File: src/rtl/os_rx_parser.sv
// Receive-side ordered-set parser: aligns on COM, classifies TS1/TS2/SKP,
// extracts TS header fields and counts consecutive identical TS sets.
//
// state    | meaning
// ---------+-------------------------------------------------------------
// ST_HUNT  | waiting for COM, everything else discarded silently
// ST_HDR   | TS symbols 1..5 (link, lane, n_fts, rate, ctrl) or SKP entry
// ST_IDENT | TS symbols 6..15, all must carry the same TS1/TS2 identifier
// ST_SKP   | counting SKP symbols until SKP_LEN have been seen
module os_rx_parser #(
    parameter int SKP_LEN    = 3,
    parameter int CONSEC_MAX = 8,
    parameter int CNT_W      = $clog2(CONSEC_MAX + 1)
) (
    input  logic             clk,
    input  logic             p2md_rstn,
    input  logic             en_n,
    input  logic [7:0]       rxdata,
    input  logic             rxdatak,
    input  logic             rxvalid,
    output logic             os_valid,
    output logic [1:0]       os_type,
    output logic [7:0]       link_num,
    output logic [7:0]       lane_num,
    output logic             link_pad,
    output logic             lane_pad,
    output logic [7:0]       n_fts,
    output logic [7:0]       rate_id,
    output logic [7:0]       train_ctrl,
    output logic [CNT_W-1:0] consec_cnt,
    output logic             os_err
);

    localparam logic [7:0] K_COM = 8'hBC;
    localparam logic [7:0] K_SKP = 8'h1C;
    localparam logic [7:0] K_PAD = 8'hF7;
    localparam logic [7:0] D_TS1 = 8'h4A;
    localparam logic [7:0] D_TS2 = 8'h45;
    localparam int SKW = (SKP_LEN > 1) ? $clog2(SKP_LEN + 1) : 1;
    localparam logic [SKW-1:0]   SKP_LAST   = SKW'(SKP_LEN - 1);
    localparam logic [CNT_W-1:0] CONSEC_SAT = CNT_W'(CONSEC_MAX);

    typedef enum logic [1:0] {ST_HUNT, ST_HDR, ST_IDENT, ST_SKP} state_t;

    state_t           state;
    logic [3:0]       idx;
    logic [SKW-1:0]   skp_cnt;
    logic [1:0]       ident;
    logic [1:0]       prev_type;
    logic [7:0]       sh_link, sh_lane, sh_nfts, sh_rate, sh_ctrl;
    logic             sh_link_pad, sh_lane_pad;

    logic             is_d, is_com, is_skp, is_pad, sym_bad, same_ts;
    logic [7:0]       ident_byte;
    logic [CNT_W-1:0] consec_next;

    assign is_d       = ~rxdatak;
    assign is_com     = rxdatak && (rxdata == K_COM);
    assign is_skp     = rxdatak && (rxdata == K_SKP);
    assign is_pad     = rxdatak && (rxdata == K_PAD);
    assign ident_byte = (ident == 2'd1) ? D_TS1 : D_TS2;

    // The output registers always hold the last completed TS, so they double
    // as the reference for the identical-TS comparison.
    assign same_ts = (prev_type == ident) && (link_num == sh_link) &&
                     (lane_num == sh_lane) && (link_pad == sh_link_pad) &&
                     (lane_pad == sh_lane_pad) && (n_fts == sh_nfts) &&
                     (rate_id == sh_rate) && (train_ctrl == sh_ctrl);
    assign consec_next = !same_ts ? CNT_W'(1) :
                         (consec_cnt == CONSEC_SAT) ? CONSEC_SAT : consec_cnt + 1'b1;

    always_comb begin
        sym_bad = 1'b0;
        case (state)
            ST_HDR: begin
                if (idx <= 4'd2)
                    sym_bad = !(is_d || is_pad) && !((idx == 4'd1) && is_skp);
                else
                    sym_bad = !is_d;
            end
            ST_IDENT: begin
                if (idx == 4'd6)
                    sym_bad = !(is_d && ((rxdata == D_TS1) || (rxdata == D_TS2)));
                else
                    sym_bad = !(is_d && (rxdata == ident_byte));
            end
            ST_SKP:  sym_bad = !is_skp;
            default: sym_bad = 1'b0;
        endcase
    end

    always_ff @(posedge clk or negedge p2md_rstn) begin
        if (!p2md_rstn) begin
            state <= ST_HUNT;   idx <= '0;        skp_cnt <= '0;
            ident <= '0;        prev_type <= '0;
            sh_link <= '0;      sh_lane <= '0;    sh_nfts <= '0;
            sh_rate <= '0;      sh_ctrl <= '0;
            sh_link_pad <= 1'b0; sh_lane_pad <= 1'b0;
            os_valid <= 1'b0;   os_err <= 1'b0;   os_type <= '0;
            link_num <= '0;     lane_num <= '0;   link_pad <= 1'b0;
            lane_pad <= 1'b0;   n_fts <= '0;      rate_id <= '0;
            train_ctrl <= '0;   consec_cnt <= '0;
        end else if (en_n) begin
            state <= ST_HUNT;   idx <= '0;        skp_cnt <= '0;
            ident <= '0;        prev_type <= '0;
            sh_link <= '0;      sh_lane <= '0;    sh_nfts <= '0;
            sh_rate <= '0;      sh_ctrl <= '0;
            sh_link_pad <= 1'b0; sh_lane_pad <= 1'b0;
            os_valid <= 1'b0;   os_err <= 1'b0;   os_type <= '0;
            link_num <= '0;     lane_num <= '0;   link_pad <= 1'b0;
            lane_pad <= 1'b0;   n_fts <= '0;      rate_id <= '0;
            train_ctrl <= '0;   consec_cnt <= '0;
        end else begin
            os_valid <= 1'b0;
            os_err   <= 1'b0;
            if (rxvalid) begin
                if (is_com && (state != ST_HUNT)) begin
                    os_err <= 1'b1;
                    state  <= ST_HDR;
                    idx    <= 4'd1;
                end else if (sym_bad) begin
                    os_err     <= 1'b1;
                    state      <= ST_HUNT;
                    idx        <= '0;
                    consec_cnt <= '0;
                end else begin
                    case (state)
                        ST_HUNT: begin
                            if (is_com) begin
                                state <= ST_HDR;
                                idx   <= 4'd1;
                            end
                        end
                        ST_HDR: begin
                            if ((idx == 4'd1) && is_skp) begin
                                if (SKP_LEN <= 1) begin
                                    os_valid <= 1'b1;
                                    os_type  <= 2'd3;
                                    state    <= ST_HUNT;
                                    idx      <= '0;
                                end else begin
                                    state   <= ST_SKP;
                                    skp_cnt <= SKW'(1);
                                end
                            end else begin
                                case (idx)
                                    4'd1: begin sh_link <= rxdata; sh_link_pad <= rxdatak; end
                                    4'd2: begin sh_lane <= rxdata; sh_lane_pad <= rxdatak; end
                                    4'd3: sh_nfts <= rxdata;
                                    4'd4: sh_rate <= rxdata;
                                    default: sh_ctrl <= rxdata;
                                endcase
                                if (idx == 4'd5) state <= ST_IDENT;
                                idx <= idx + 4'd1;
                            end
                        end
                        ST_IDENT: begin
                            if (idx == 4'd6) begin
                                ident <= (rxdata == D_TS1) ? 2'd1 : 2'd2;
                                idx   <= idx + 4'd1;
                            end else if (idx == 4'd15) begin
                                os_valid   <= 1'b1;
                                os_type    <= ident;
                                link_num   <= sh_link;
                                lane_num   <= sh_lane;
                                link_pad   <= sh_link_pad;
                                lane_pad   <= sh_lane_pad;
                                n_fts      <= sh_nfts;
                                rate_id    <= sh_rate;
                                train_ctrl <= sh_ctrl;
                                prev_type  <= ident;
                                consec_cnt <= consec_next;
                                state      <= ST_HUNT;
                                idx        <= '0;
                            end else begin
                                idx <= idx + 4'd1;
                            end
                        end
                        ST_SKP: begin
                            if (skp_cnt == SKP_LAST) begin
                                os_valid <= 1'b1;
                                os_type  <= 2'd3;
                                state    <= ST_HUNT;
                                idx      <= '0;
                            end else begin
                                skp_cnt <= skp_cnt + 1'b1;
                            end
                        end
                        default: state <= ST_HUNT;
                    endcase
                end
            end
        end
    end

endmodule

File: config.mk
export PLATFORM = sky130hd
export DESIGN_NAME = os_rx_parser
export DESIGN_NICKNAME = d
export VERILOG_FILES = /design/src/rtl/os_rx_parser.sv
export SDC_FILE = /design/constraint.sdc
export NUM_CORES = 1
export LEC_CHECK = 0
export ABC_AREA = 1
export CORE_ASPECT_RATIO = 0.75
export CORE_UTILIZATION = 62
export CTS_BUF_LIST = sky130_fd_sc_hd__clkbuf_16
export DETAILED_ROUTE_END_ITERATION = 8
export DONT_BUFFER_PORTS = 1
export PLACE_DENSITY = 0.75
export SYNTH_ARGS = -nofsm -noshare
export SYNTH_HDL_FRONTEND = slang
export SYNTH_SLANG_ARGS = --single-unit
File: constraint.sdc
create_clock -name clk -period 2.6 [get_ports clk]
set_input_delay 0.78 -clock clk [delete_from_list [all_inputs] [get_ports clk]]
set_output_delay 0.78 -clock clk [all_outputs]
set_load 0.005 [all_outputs]
==> impl_metrics.py, run 1 <==
metrics = {
    "drt": {
        "via_count": 4733,
        "antenna_violating_nets_post_route": 0,
        "routed_wire_length_per_instance_um": 17.0,
        "drt_wl_total_um": 14400,
        "drt_first_iter_violations": 472,
        "tritonroute_pass_1_iters": 5,
        "drcViolationCount": 0,
        "viasPerCell": 5.61,
    },
    "yosys": {
        "syn-num-nets": 736,
        "mappedNetlistArea_um2": 5800,
        "synth.top_cells.by_area": "sky130_fd_sc_hd__dfrtp_1, sky130_fd_sc_hd__nand2_1, sky130_fd_sc_hd__o21ai_2, sky130_fd_sc_hd__nand4_1, sky130_fd_sc_hd__xnor2_1",
        "synth_seq_area_share_pct": 44.9,
        "yosysUniqueCellTypes": 36,
        "post-synth-top-area-fraction_pct": 44.9,
        "post_synthesis_mean_instance_area_um2": 8.09,
        "syn-instance-count": 716,
        "flops_latches_synth": 104,
        "ys.warnings.count": 0,
        "netlist.top_cell.by_area": "sky130_fd_sc_hd__dfrtp_1",
    },
    "final_layout": {
        "layout.nets": 730,
        "num-fill-cells": 777,
        "antennaDiodeCount": 0,
        "multi_input_comb_area_um2": 2810,
        "share_of_post_route_cells_with_drive_strength_above_1_pct": 12.4,
        "seq_area_um2": 2600,
        "area_delta_synth_final_pct": 6.41,
        "layoutNonFillerInstCount": 843,
    },
    "grt": {
        "grt-busiest-layer": "met1",
        "groute.usage.overall_pct": 31.7,
        "antenna_found_initial": 0,
        "gr-usage-met2_pct": 43.5,
        "grt_pass1_vias": 4342,
        "overflow": 0,
        "grt_pass1_wl_um": 23300,
        "met1_usage_grt_pct": 49.4,
        "grt.met3_usage_pct": 9.05,
        "pin_count_of_the_biggest_net_entering_global_routing": 105,
    },
    "clocking": {
        "cts_tree": "yes",
        "ctsHoldBuffers": 0,
        "post_cts_buffers": 0,
        "clock_latency_ns": 0.35,
        "htree_num_levels": 3,
        "clock_sink_count": 104,
        "max-clock-path-buffers": 2,
        "cts_buffers": 9,
        "cts_root_buf": "sky130_fd_sc_hd__clkbuf_16",
        "clock_pin_slew_of_the_registers_on_the_worst_case_setup_and_hold_paths_ns": 0.07,
    },
    "sta": {
        "fin_setup_tns_ns": 0,
        "rsz0062_at_grt": "false",
        "normalized_max_slew_margin_pct": 65.9,
        "timing_worst_slew_pin_value_ns": 0.511,
        "finalHoldViolCount": 0,
        "final_max_slew_viol_count": 0,
        "setup_violations": 0,
        "minimum_clock_period_ns": 2.35,
        "fmax_ghz": 0.426,
        "timing.hold.ws_ns": 0.124,
        "worst_clock_skew_ns": 0.0109,
        "min_period_over_period_pct": 90.2,
    },
    "worst_setup_path": {
        "reg2regPathDepth": 10,
        "startpoint_type": "register",
        "timing.critical_path.arrival_ns": 2.58,
        "timing.critical_path.to_type": "register",
        "timing.critical_path.required_ns": 2.83,
        "path_max_fanout": 10,
        "critPathKind": "register to register",
    },
    "min_path": {
        "hold_crit_path_type": "input pin to async pin",
    },
    "placed_design": {
        "placement.io_buffers": 0,
        "detailedPlacementHpwl_um": 10500,
        "globalplace.congestion": 0.924,
        "post-place-cells": 827,
    },
    "floorplanning": {
        "core_area_um2": 9050,
        "die_area_um2": 9740,
        "chipWidth_um": 114,
        "floorplan.io_pins": 63,
        "floorplan.initialDensity_pct": 64.1,
        "die_y_um": 85.7,
        "placementRows": 30,
    },
    "power": {
        "power_per_cell_area_nw_per_um2": 946,
        "leakagePower_nw": 2.97,
        "peakVddDrop_uv": 567,
    },
    "run_status": {
        "status": "finished clean",
    },
    "run": {
        "cap_viol_max_count": 0,
    },
}
## stage by stage
stage / util, % / setup slack [ns] / total power [mW] / cell area, um^2
final: 68.2 / 0.254 / 5.83 / 6170
after global routing: 68.2 / 0.0522 / 6.22 / 6170
after CTS: 68.1 / 0.288 / 5.83 / 6160
after detailed placement: 65.2 / 0.0344 / 4.59 / 5900
after global placement: 65.2 / 0.109 / 4.52 / 5900
after floorplan: - / 0.325 / 4.03 / 5800
## cells in the mapped netlist
cell                        number
sky130_fd_sc_hd__nand2_1       228
sky130_fd_sc_hd__dfrtp_1       104
sky130_fd_sc_hd__inv_1          50
sky130_fd_sc_hd__nor2_1         50
sky130_fd_sc_hd__nand4_1        36
sky130_fd_sc_hd__o21ai_1        30
sky130_fd_sc_hd__o21ai_2        30
sky130_fd_sc_hd__nand3_1        28
sky130_fd_sc_hd__xnor2_1        23
sky130_fd_sc_hd__xor2_1         20
sky130_fd_sc_hd__o21ai_0        15
sky130_fd_sc_hd__nor3_1         14
sky130_fd_sc_hd__clkbuf_1       10
sky130_fd_sc_hd__nand2_2        10
sky130_fd_sc_hd__a21oi_1         9
sky130_fd_sc_hd__buf_6           9
sky130_fd_sc_hd__buf_2           7
sky130_fd_sc_hd__ha_1            7
sky130_fd_sc_hd__inv_2           4
sky130_fd_sc_hd__or2_2           4
sky130_fd_sc_hd__a21oi_2         3
sky130_fd_sc_hd__nand3_2         3
sky130_fd_sc_hd__nand3_4         3
sky130_fd_sc_hd__o21bai_1        3
sky130_fd_sc_hd__a31oi_1         2
sky130_fd_sc_hd__nand2_4         2
sky130_fd_sc_hd__nor2_2          2
sky130_fd_sc_hd__o211ai_1        2
sky130_fd_sc_hd__a211oi_1        1
sky130_fd_sc_hd__buf_1           1
sky130_fd_sc_hd__buf_4           1
sky130_fd_sc_hd__clkinv_1        1
sky130_fd_sc_hd__nor2_4          1
sky130_fd_sc_hd__nor3_2          1
sky130_fd_sc_hd__nor4_1          1
sky130_fd_sc_hd__o2111ai_1       1
## cell type report
type                       instances  share of cell area [%]
multi-input combinational        529                    45.6
clock inverter                     7                   0.629
clock buffer                       9                    3.65
timing repair buffer              11                    1.95
inverter                          55                    3.35
tap                              128                    2.60
sequential                       104                    42.2
## repair_timing
item | CTS | global route
gates resized for setup | 0 | 1
hold endpoints to repair | 0 | 0
endpoints found under the setup margin | 0 | 1
## sequential cells by signal (all words and copies together) (netlist names), 4 cells and up
name	cells
sh_rate	8
link_num	8
idx	4
sh_ctrl	8
consec_cnt	4
sh_lane	8
sh_nfts	8
rate_id	8
lane_num	8
train_ctrl	8
sh_link	8
n_fts	8
## per-layer routing
| layer | share of wire [%] | vias up | wire [um] |
|---|---|---|---|
| met1 | 49 | 2228 | 7050 |
| li1 | - | 2314 | - |
| met5 | 0 | - | 0 |
| met2 | 41 | 178 | 5850 |
| met3 | 9.2 | 13 | 1320 |
| met4 | 0.92 | 0 | 132 |
## cell usage in the layout, fill, tap and decap left out, types with 8 or more instances in the layout
| master | instances |
|---|---|
| sky130_fd_sc_hd__dfrtp_1 | 104 |
| sky130_fd_sc_hd__o21ai_0 | 15 |
| sky130_fd_sc_hd__nand2_1 | 227 |
| sky130_fd_sc_hd__clkbuf_16 | 9 |
| sky130_fd_sc_hd__a21oi_1 | 9 |
| sky130_fd_sc_hd__xor2_1 | 20 |
| sky130_fd_sc_hd__o21ai_2 | 30 |
| sky130_fd_sc_hd__nand4_1 | 36 |
| sky130_fd_sc_hd__nand2_2 | 10 |
| sky130_fd_sc_hd__xnor2_1 | 23 |
| sky130_fd_sc_hd__buf_4 | 8 |
| sky130_fd_sc_hd__nor3_1 | 14 |
| sky130_fd_sc_hd__o21ai_1 | 30 |
| sky130_fd_sc_hd__nand3_1 | 27 |
| sky130_fd_sc_hd__nor2_1 | 50 |
| sky130_fd_sc_hd__inv_1 | 51 |
## report_power, final
group / internal, mW / total [mW] / leakage, nW / switching, mW
logic: 0.777 / 1.99 / 1.44 / 1.22
clock network: 0.641 / 1.24 / 0.140 / 0.595
registers: 2.07 / 2.60 / 1.39 / 0.535
## cell families (layout without fill, tap and decap cells)
kind of cell	after synthesis	count (layout)	share of synthesized area [%]
fa+ha+maj	7	7	1.51
buf+inv	83	82	6.76
simple gates	383	383	29.5
xor+xnor	43	43	6.50
flops	104	104	44.9
compound gates	96	96	10.8
## path summary, 6_finish.rpt
kind / slack [ns] / from / end
worst max-delay path: 0.25 / idx[1]$_DFFE_PN0P_ / sh_link[4]$_DFFE_PN0P_
max in group asynchronous: 2.30 / p2md_rstn / sh_lane[2]$_DFFE_PN0P_
worst max register to register: 0.25 / idx[1]$_DFFE_PN0P_ / sh_link[4]$_DFFE_PN0P_
worst min register to register: 0.49 / sh_rate[1]$_DFFE_PN0P_ / sh_rate[1]$_DFFE_PN0P_
min in group clk: 0.49 / sh_rate[1]$_DFFE_PN0P_ / sh_rate[1]$_DFFE_PN0P_
worst min-delay path: 0.12 / p2md_rstn / skp_cnt[0]$_DFFE_PN0P_
## worst max-delay path, stage by stage, from the launching register on
cell	delay (ns)
sky130_fd_sc_hd__dfrtp_1	0.45
sky130_fd_sc_hd__inv_1	0.09
sky130_fd_sc_hd__ha_1	0.21
sky130_fd_sc_hd__inv_1	0.11
sky130_fd_sc_hd__nor2_4	0.07
sky130_fd_sc_hd__nand4_1	0.11
sky130_fd_sc_hd__o211ai_1	0.20
sky130_fd_sc_hd__a21oi_2	0.45
sky130_fd_sc_hd__nand3_2	0.32
sky130_fd_sc_hd__nand2_1	0.15
sky130_fd_sc_hd__nand2_1	0.06
(Power assumes the default switching activity.)
==> inputs of run 2 (changes only) <==
--- a/config.mk
+++ b/config.mk
@@ -12,6 +12,7 @@
 export DETAILED_ROUTE_END_ITERATION = 8
 export DONT_BUFFER_PORTS = 1
 export PLACE_DENSITY = 0.75
+export SETUP_SLACK_MARGIN = 0.15
 export SYNTH_ARGS = -nofsm -noshare
 export SYNTH_HDL_FRONTEND = slang
 export SYNTH_SLANG_ARGS = --single-unit
==> run 2 against run 1 <==
  * Clock power about the same
  * Critical path depth unchanged
  * Final cell count unchanged
  * Clock skew decreased by 0.00070 ns
  * Via count increased by 0.36%
  * Worst setup slack improved by 0.026 ns
  * Hold slack got worse by 0.0027 ns
  * Power increased by 0.56%
  * Maximum frequency increased by 1.1%
  * Utilization increased by 0.26 points
  * First-iteration DRC count increased by 17%
  * Largest power group unchanged
  * Highest routed layer unchanged
==> impl_metrics.py, run 2 (same netlist as run 1, synthesis figures left out) <==
metrics = {
    "worst_setup_path": {
        "timing.critical_path.arrival_ns": 2.56,
        "path_max_fanout": 9,
        "crit_path_max_incr_delay_ns": 0.46,
        "timing.critical_path.to_type": "register",
        "critPathKind": "register to register",
        "startpoint_type": "register",
        "cell_chain_critical_path": "inv_1, ha_1, inv_1, nor2_4, nand4_1, o211ai_1, a21oi_2, nand3_2, nand2_1, nand2_1",
        "worst_path_dominant_cell_family": "compound AO/OA/AOI/OAI gates",
        "path_buf_inv": 2,
        "timing.critical_path.slowest_stage_cell": "sky130_fd_sc_hd__dfrtp_1",
        "timing.critical_path.required_ns": 2.84,
    },
    "final_layout": {
        "mostFrequentLayoutCell": "sky130_fd_sc_hd__nand2_1",
        "finish.instance_area_um2": 6190,
        "layoutNonFillerInstCount": 843,
        "fin_util_pct": 68.4,
        "num-fill-cells": 776,
        "area_delta_synth_final_pct": 6.82,
        "layout.nets": 730,
        "antennaDiodeCount": 0,
        "mostFrequentLayoutCells": "sky130_fd_sc_hd__nand2_1, sky130_fd_sc_hd__dfrtp_1, sky130_fd_sc_hd__inv_1",
        "share_of_post_route_cells_with_drive_strength_above_1_pct": 12.4,
    },
    "sta": {
        "final_max_slew_viol_count": 0,
        "rsz0062_at_grt": "true",
        "finalHoldViolCount": 0,
        "timing_worst_slew_pin_value_ns": 0.608,
        "setup_violations": 0,
        "fmax_ghz": 0.431,
        "min_period_over_period_pct": 89.3,
        "fin_setup_tns_ns": 0,
        "minimum_clock_period_ns": 2.32,
        "worst_clock_skew_ns": 0.0102,
        "normalized_max_slew_margin_pct": 59.3,
    },
    "grt": {
        "antenna_found_initial": 0,
        "groute.usage.overall_pct": 31.7,
        "pin_count_of_the_biggest_net_entering_global_routing": 105,
        "grt_pass1_wl_um": 23300,
        "overflow": 0,
        "grt_pass1_vias": 4342,
    },
    "run_status": {
        "status": "finished clean",
    },
    "drt": {
        "via_count": 4750,
        "routed_wire_length_per_instance_um": 17.2,
        "viasPerCell": 5.63,
        "tritonroute_pass_1_iters": 5,
        "drcViolationCount": 0,
        "drt_wl_total_um": 14500,
        "antenna_violating_nets_post_route": 0,
        "drt_first_iter_violations": 552,
    },
    "clocking": {
        "htree_num_levels": 3,
        "clock_pin_slew_of_the_registers_on_the_worst_case_setup_and_hold_paths_ns": 0.07,
        "cts_tree": "yes",
        "clock_sink_count": 104,
        "cts_root_buf": "sky130_fd_sc_hd__clkbuf_16",
        "cts_buffers": 9,
        "clock_latency_ns": 0.35,
        "max-clock-path-buffers": 2,
    },
    "power": {
        "peakVddDrop_uv": 567,
        "total_power_mw": 5.86,
        "leakagePower_nw": 2.97,
        "power_per_cell_area_nw_per_um2": 947,
    },
    "placed_design": {
        "placed_standard_cell_area_um2": 5900,
        "detailedPlacementHpwl_um": 10500,
        "placement.io_buffers": 0,
        "globalplace.congestion": 0.924,
        "post-place-cells": 827,
    },
    "run": {
        "cap_viol_max_count": 0,
    },
    "floorplanning": {
        "floorplan.io_pins": 63,
        "die_y_um": 85.7,
        "core_area_um2": 9050,
        "placementRows": 30,
        "floorplan.initialDensity_pct": 64.1,
        "die_area_um2": 9740,
        "chipWidth_um": 114,
    },
    "min_path": {
        "hold_crit_path_type": "input pin to async pin",
    },
}
run 2: path summary, 6_finish.rpt:
check,slack [ns],cells after the start,from,endpoint
max,0.28,10,idx[1]$_DFFE_PN0P_,sh_rate[3]$_DFFE_PN0P_
min,0.12,0,p2md_rstn,skp_cnt[0]$_DFFE_PN0P_
max reg2reg,0.28,10,idx[1]$_DFFE_PN0P_,sh_rate[3]$_DFFE_PN0P_
min reg2reg,0.49,2,sh_rate[1]$_DFFE_PN0P_,sh_rate[1]$_DFFE_PN0P_
max in group asynchronous,2.29,0,p2md_rstn,link_num[0]$_DFFE_PN0P_
min in group clk,0.49,2,sh_rate[1]$_DFFE_PN0P_,sh_rate[1]$_DFFE_PN0P_
run 2: repair_timing:
item,in CTS,in global routing
resized for setup,0,4
setup endpoints to repair,0,83
setup buffers,0,0
hold buffers,0,0
run 2: final cells by class:
| type | count | area, um^2 | share of cell area [%] |
|---|---|---|---|
| tap | 128 | 160 | 2.59 |
| inverter | 55 | 206 | 3.33 |
| clock buffer | 9 | 225 | 3.64 |
| multi-input combinational | 529 | 2840 | 45.8 |
| clock inverter | 7 | 38.8 | 0.627 |
| timing repair buffer | 11 | 120 | 1.94 |
| sequential | 104 | 2600 | 42.0 |
run 2: routing by layer:
metal / global-route usage [%] / vias to the layer above / part of all wire (%)
li1: - / 2315 / -
met1: 49.4 / 2241 / 49
met2: 43.5 / 185 / 41
met3: 9.05 / 9 / 9.4
met4: 6.46 / 0 / 0.88
met5: 0 / - / 0
run 2: worst register-to-register path, cell delays in order, from the launching register on:
cell and delay (ns):
sky130_fd_sc_hd__dfrtp_1 0.46, sky130_fd_sc_hd__inv_1 0.09, sky130_fd_sc_hd__ha_1 0.21, sky130_fd_sc_hd__inv_1 0.11, sky130_fd_sc_hd__nor2_4 0.07, sky130_fd_sc_hd__nand4_1 0.11, sky130_fd_sc_hd__o211ai_1 0.26, sky130_fd_sc_hd__a21oi_2 0.44
sky130_fd_sc_hd__nand3_2 0.28, sky130_fd_sc_hd__nand2_1 0.12, sky130_fd_sc_hd__nand2_1 0.06
run 2: per-stage QoR:
step	hold WS (ns)	worst slack, ns
detailed placement	0.462	0.0344
global route	0.107	0.118
floorplan	0.442	0.325
finish	0.121	0.279
global placement	0.463	0.109
CTS	0.118	0.288
run 2: where the power goes:
part	total [mW]	internal (mW)	leakage, nW	switching [mW]
registers	2.60	2.07	1.39	0.535
logic	2.03	0.785	1.44	1.24
clock network	1.24	0.641	0.140	0.595
total	5.86	3.49	2.97	2.37
==> inputs of run 3 (changes only) <==
--- a/config.mk
+++ b/config.mk
@@ -6,13 +6,16 @@
 export NUM_CORES = 1
 export LEC_CHECK = 0
 export ABC_AREA = 1
-export CORE_ASPECT_RATIO = 0.75
-export CORE_UTILIZATION = 62
+export CELL_PAD_IN_SITES_DETAIL_PLACEMENT = 1
+export CELL_PAD_IN_SITES_GLOBAL_PLACEMENT = 1
+export CORE_ASPECT_RATIO = 0.6
+export CORE_UTILIZATION = 48
 export CTS_BUF_LIST = sky130_fd_sc_hd__clkbuf_16
 export DETAILED_ROUTE_END_ITERATION = 8
 export DONT_BUFFER_PORTS = 1
-export PLACE_DENSITY = 0.75
+export PLACE_DENSITY = 0.77
 export SETUP_SLACK_MARGIN = 0.15
+export SKIP_LAST_GASP = 1
 export SYNTH_ARGS = -nofsm -noshare
 export SYNTH_HDL_FRONTEND = slang
 export SYNTH_SLANG_ARGS = --single-unit
==> run 3 against run 2 <==
  * Clock skew down 0.0033 ns
  * Critical path depth up 3
  * Final cell count up 4.7%
  * Critical path type unchanged
  * Largest cell class unchanged
==> impl_metrics.py, run 3 (same netlist as run 1, synthesis figures left out) <==
metrics = {
    "run_status": {
        "status": "finished clean",
    },
    "floorplanning": {
        "placementRows": 30,
        "floorplan.initialDensity_pct": 50.3,
        "floorplan.io_pins": 63,
        "die_area_um2": 12500,
        "die_y_um": 87.1,
        "core_area_um2": 11500,
        "chipWidth_um": 144,
    },
    "drt": {
        "drt_wl_total_um": 18000,
        "routed_wire_length_per_instance_um": 20.4,
        "drcViolationCount": 0,
        "antenna_violating_nets_post_route": 0,
        "via_count": 5013,
        "viasPerCell": 5.68,
        "drt_first_iter_violations": 405,
        "tritonroute_pass_1_iters": 5,
    },
    "sta": {
        "setup_violations": 0,
        "min_period_over_period_pct": 88.6,
        "fin_setup_tns_ns": 0,
        "timing_worst_slew_pin_value_ns": 0.531,
        "worst_clock_skew_ns": 0.00685,
        "finalHoldViolCount": 0,
        "fmax_ghz": 0.434,
        "rsz0062_at_grt": "true",
        "final_critical_path_setup_slack_ns": 0.295,
        "normalized_max_slew_margin_pct": 64.4,
        "final_max_slew_viol_count": 0,
        "minimum_clock_period_ns": 2.30,
    },
    "worst_setup_path": {
        "crit_path_max_incr_delay_ns": 0.46,
        "critPathKind": "register to register",
        "timing.critical_path.slowest_stage_cell": "sky130_fd_sc_hd__dfrtp_2",
        "crit_path_frequent_cell": "sky130_fd_sc_hd__inv_1",
        "worst_r2r_start": "idx[1]$_DFFE_PN0P_",
        "cell_chain_critical_path": "inv_1, ha_1, inv_1, nor2_4, nand3_2, nand2_1, nand2_2, nand2_4, nand3_4, buf_4, inv_1, nand3_2, o21ai_1",
        "path_max_fanout": 8,
        "timing.critical_path.arrival_ns": 2.58,
        "setup.worst_path.start": "idx[1]$_DFFE_PN0P_",
        "worst_path_dominant_cell_family": "simple AND/OR/NAND/NOR gates",
        "timing.critical_path.to_type": "register",
        "timing.critical_path.required_ns": 2.87,
        "path_buf_inv": 4,
        "startpoint_type": "register",
    },
    "placed_design": {
        "post-place-ws_ns": -0.0353,
        "globalplace.congestion": 0.960,
        "post-place-cells": 862,
        "placement.io_buffers": 0,
        "detailedPlacementHpwl_um": 13100,
        "placed_standard_cell_area_um2": 5970,
    },
    "clocking": {
        "clock_pin_slew_of_the_registers_on_the_worst_case_setup_and_hold_paths_ns": 0.07,
        "cts_tree": "yes",
        "ctsHoldBuffers": 0,
        "max-clock-path-buffers": 2,
        "htree_num_levels": 3,
        "cts_buffers": 9,
        "cts_root_buf": "sky130_fd_sc_hd__clkbuf_16",
        "clock_sink_count": 104,
        "clock_latency_ns": 0.36,
    },
    "final_layout": {
        "mostFrequentLayoutCell": "sky130_fd_sc_hd__nand2_1",
        "antennaDiodeCount": 0,
        "area_delta_synth_final_pct": 9.82,
        "mostFrequentLayoutCells": "sky130_fd_sc_hd__nand2_1, sky130_fd_sc_hd__dfrtp_1, sky130_fd_sc_hd__inv_1, sky130_fd_sc_hd__nor2_1, sky130_fd_sc_hd__nand4_1",
        "fin_util_pct": 55.2,
        "share_of_post_route_cells_with_drive_strength_above_1_pct": 14.5,
        "finish.instance_area_um2": 6360,
        "layout.nets": 738,
        "num-fill-cells": 1425,
        "layoutNonFillerInstCount": 883,
    },
    "power": {
        "power_per_cell_area_nw_per_um2": 974,
        "peakVddDrop_uv": 455,
        "leakagePower_nw": 3.02,
    },
    "run": {
        "cap_viol_max_count": 0,
    },
    "grt": {
        "antenna_found_initial": 0,
        "grt_pass1_wl_um": 28100,
        "grt_pass1_vias": 5126,
        "overflow": 0,
        "pin_count_of_the_biggest_net_entering_global_routing": 105,
        "groute.usage.overall_pct": 30.2,
    },
    "min_path": {
        "hold_crit_path_type": "input pin to async pin",
    },
}
## run 3: cell types whose count changed in the layout (fill, tap and decap cells not counted), moves of 2 or more
| cell | delta |
|---|---|
| sky130_fd_sc_hd__nand3_1 | -3 |
| sky130_fd_sc_hd__nand2_4 | +2 |
| sky130_fd_sc_hd__clkinv_2 | -2 |
| sky130_fd_sc_hd__buf_4 | +4 |
| sky130_fd_sc_hd__clkinv_1 | -2 |
| sky130_fd_sc_hd__nand3_4 | +2 |
| sky130_fd_sc_hd__clkinvlp_4 | +3 |
## run 3: what timing repair did
action,CTS,global route
pin swaps,0,4
endpoints found under the setup margin,33,96
resized for setup,2,10
gates cloned,0,2
buffers inserted,0,3
hold endpoints to repair,0,0
## run 3: path summary, 6_finish.rpt
| path | cells after the start | endpoint | slack, ns |
|---|---|---|---|
| max in group asynchronous | 0 | ident[0]$_DFFE_PN0P_ | 2.28 |
| min in group clk | 2 | sh_rate[1]$_DFFE_PN0P_ | 0.48 |
| max reg2reg | 13 | prev_type[1]$_DFFE_PN0P_ | 0.30 |
| min | 0 | idx[1]$_DFFE_PN0P_ | 0.11 |
| min reg2reg | 2 | sh_rate[1]$_DFFE_PN0P_ | 0.48 |
| max | 13 | prev_type[1]$_DFFE_PN0P_ | 0.30 |
## run 3: power breakdown
group | switching [mW] | total [mW] | internal, mW
Combinational | 1.42 | 2.26 | 0.847
Sequential | 0.545 | 2.61 | 2.06
Clock | 0.667 | 1.33 | 0.659
Total | 2.63 | 6.20 | 3.57
## run 3: stage by stage
| stage | power, mW | hold WS, ns |
|---|---|---|
| 3_3_place_gp | 4.59 | 0.456 |
| 2_1_floorplan | 4.03 | 0.442 |
| 5_1_grt | 6.57 | 0.102 |
| 4_1_cts | 6.08 | 0.112 |
| 3_5_place_dp | 4.74 | 0.466 |
| 6_report | 6.20 | 0.112 |
## run 3: final cells by class
type	count	area, um^2	share of cell area [%]
clock inverter	7	55.1	0.865
timing repair buffer	17	181	2.85
sequential	104	2600	40.9
clock buffer	9	225	3.54
inverter	55	206	3.24
tap	160	200	3.15
multi-input combinational	531	2890	45.4
## run 3: layer usage
metal | wire length (um) | part of all wire [%] | vias to the layer above | global-route usage [%]
met4 | 99 | 0.55 | 0 | 4.74
li1 | - | - | 2337 | -
met1 | 8920 | 49 | 2519 | 45.0
met3 | 1330 | 7.4 | 13 | 7.48
met2 | 7690 | 43 | 144 | 44.8
met5 | 0 | 0 | - | 0
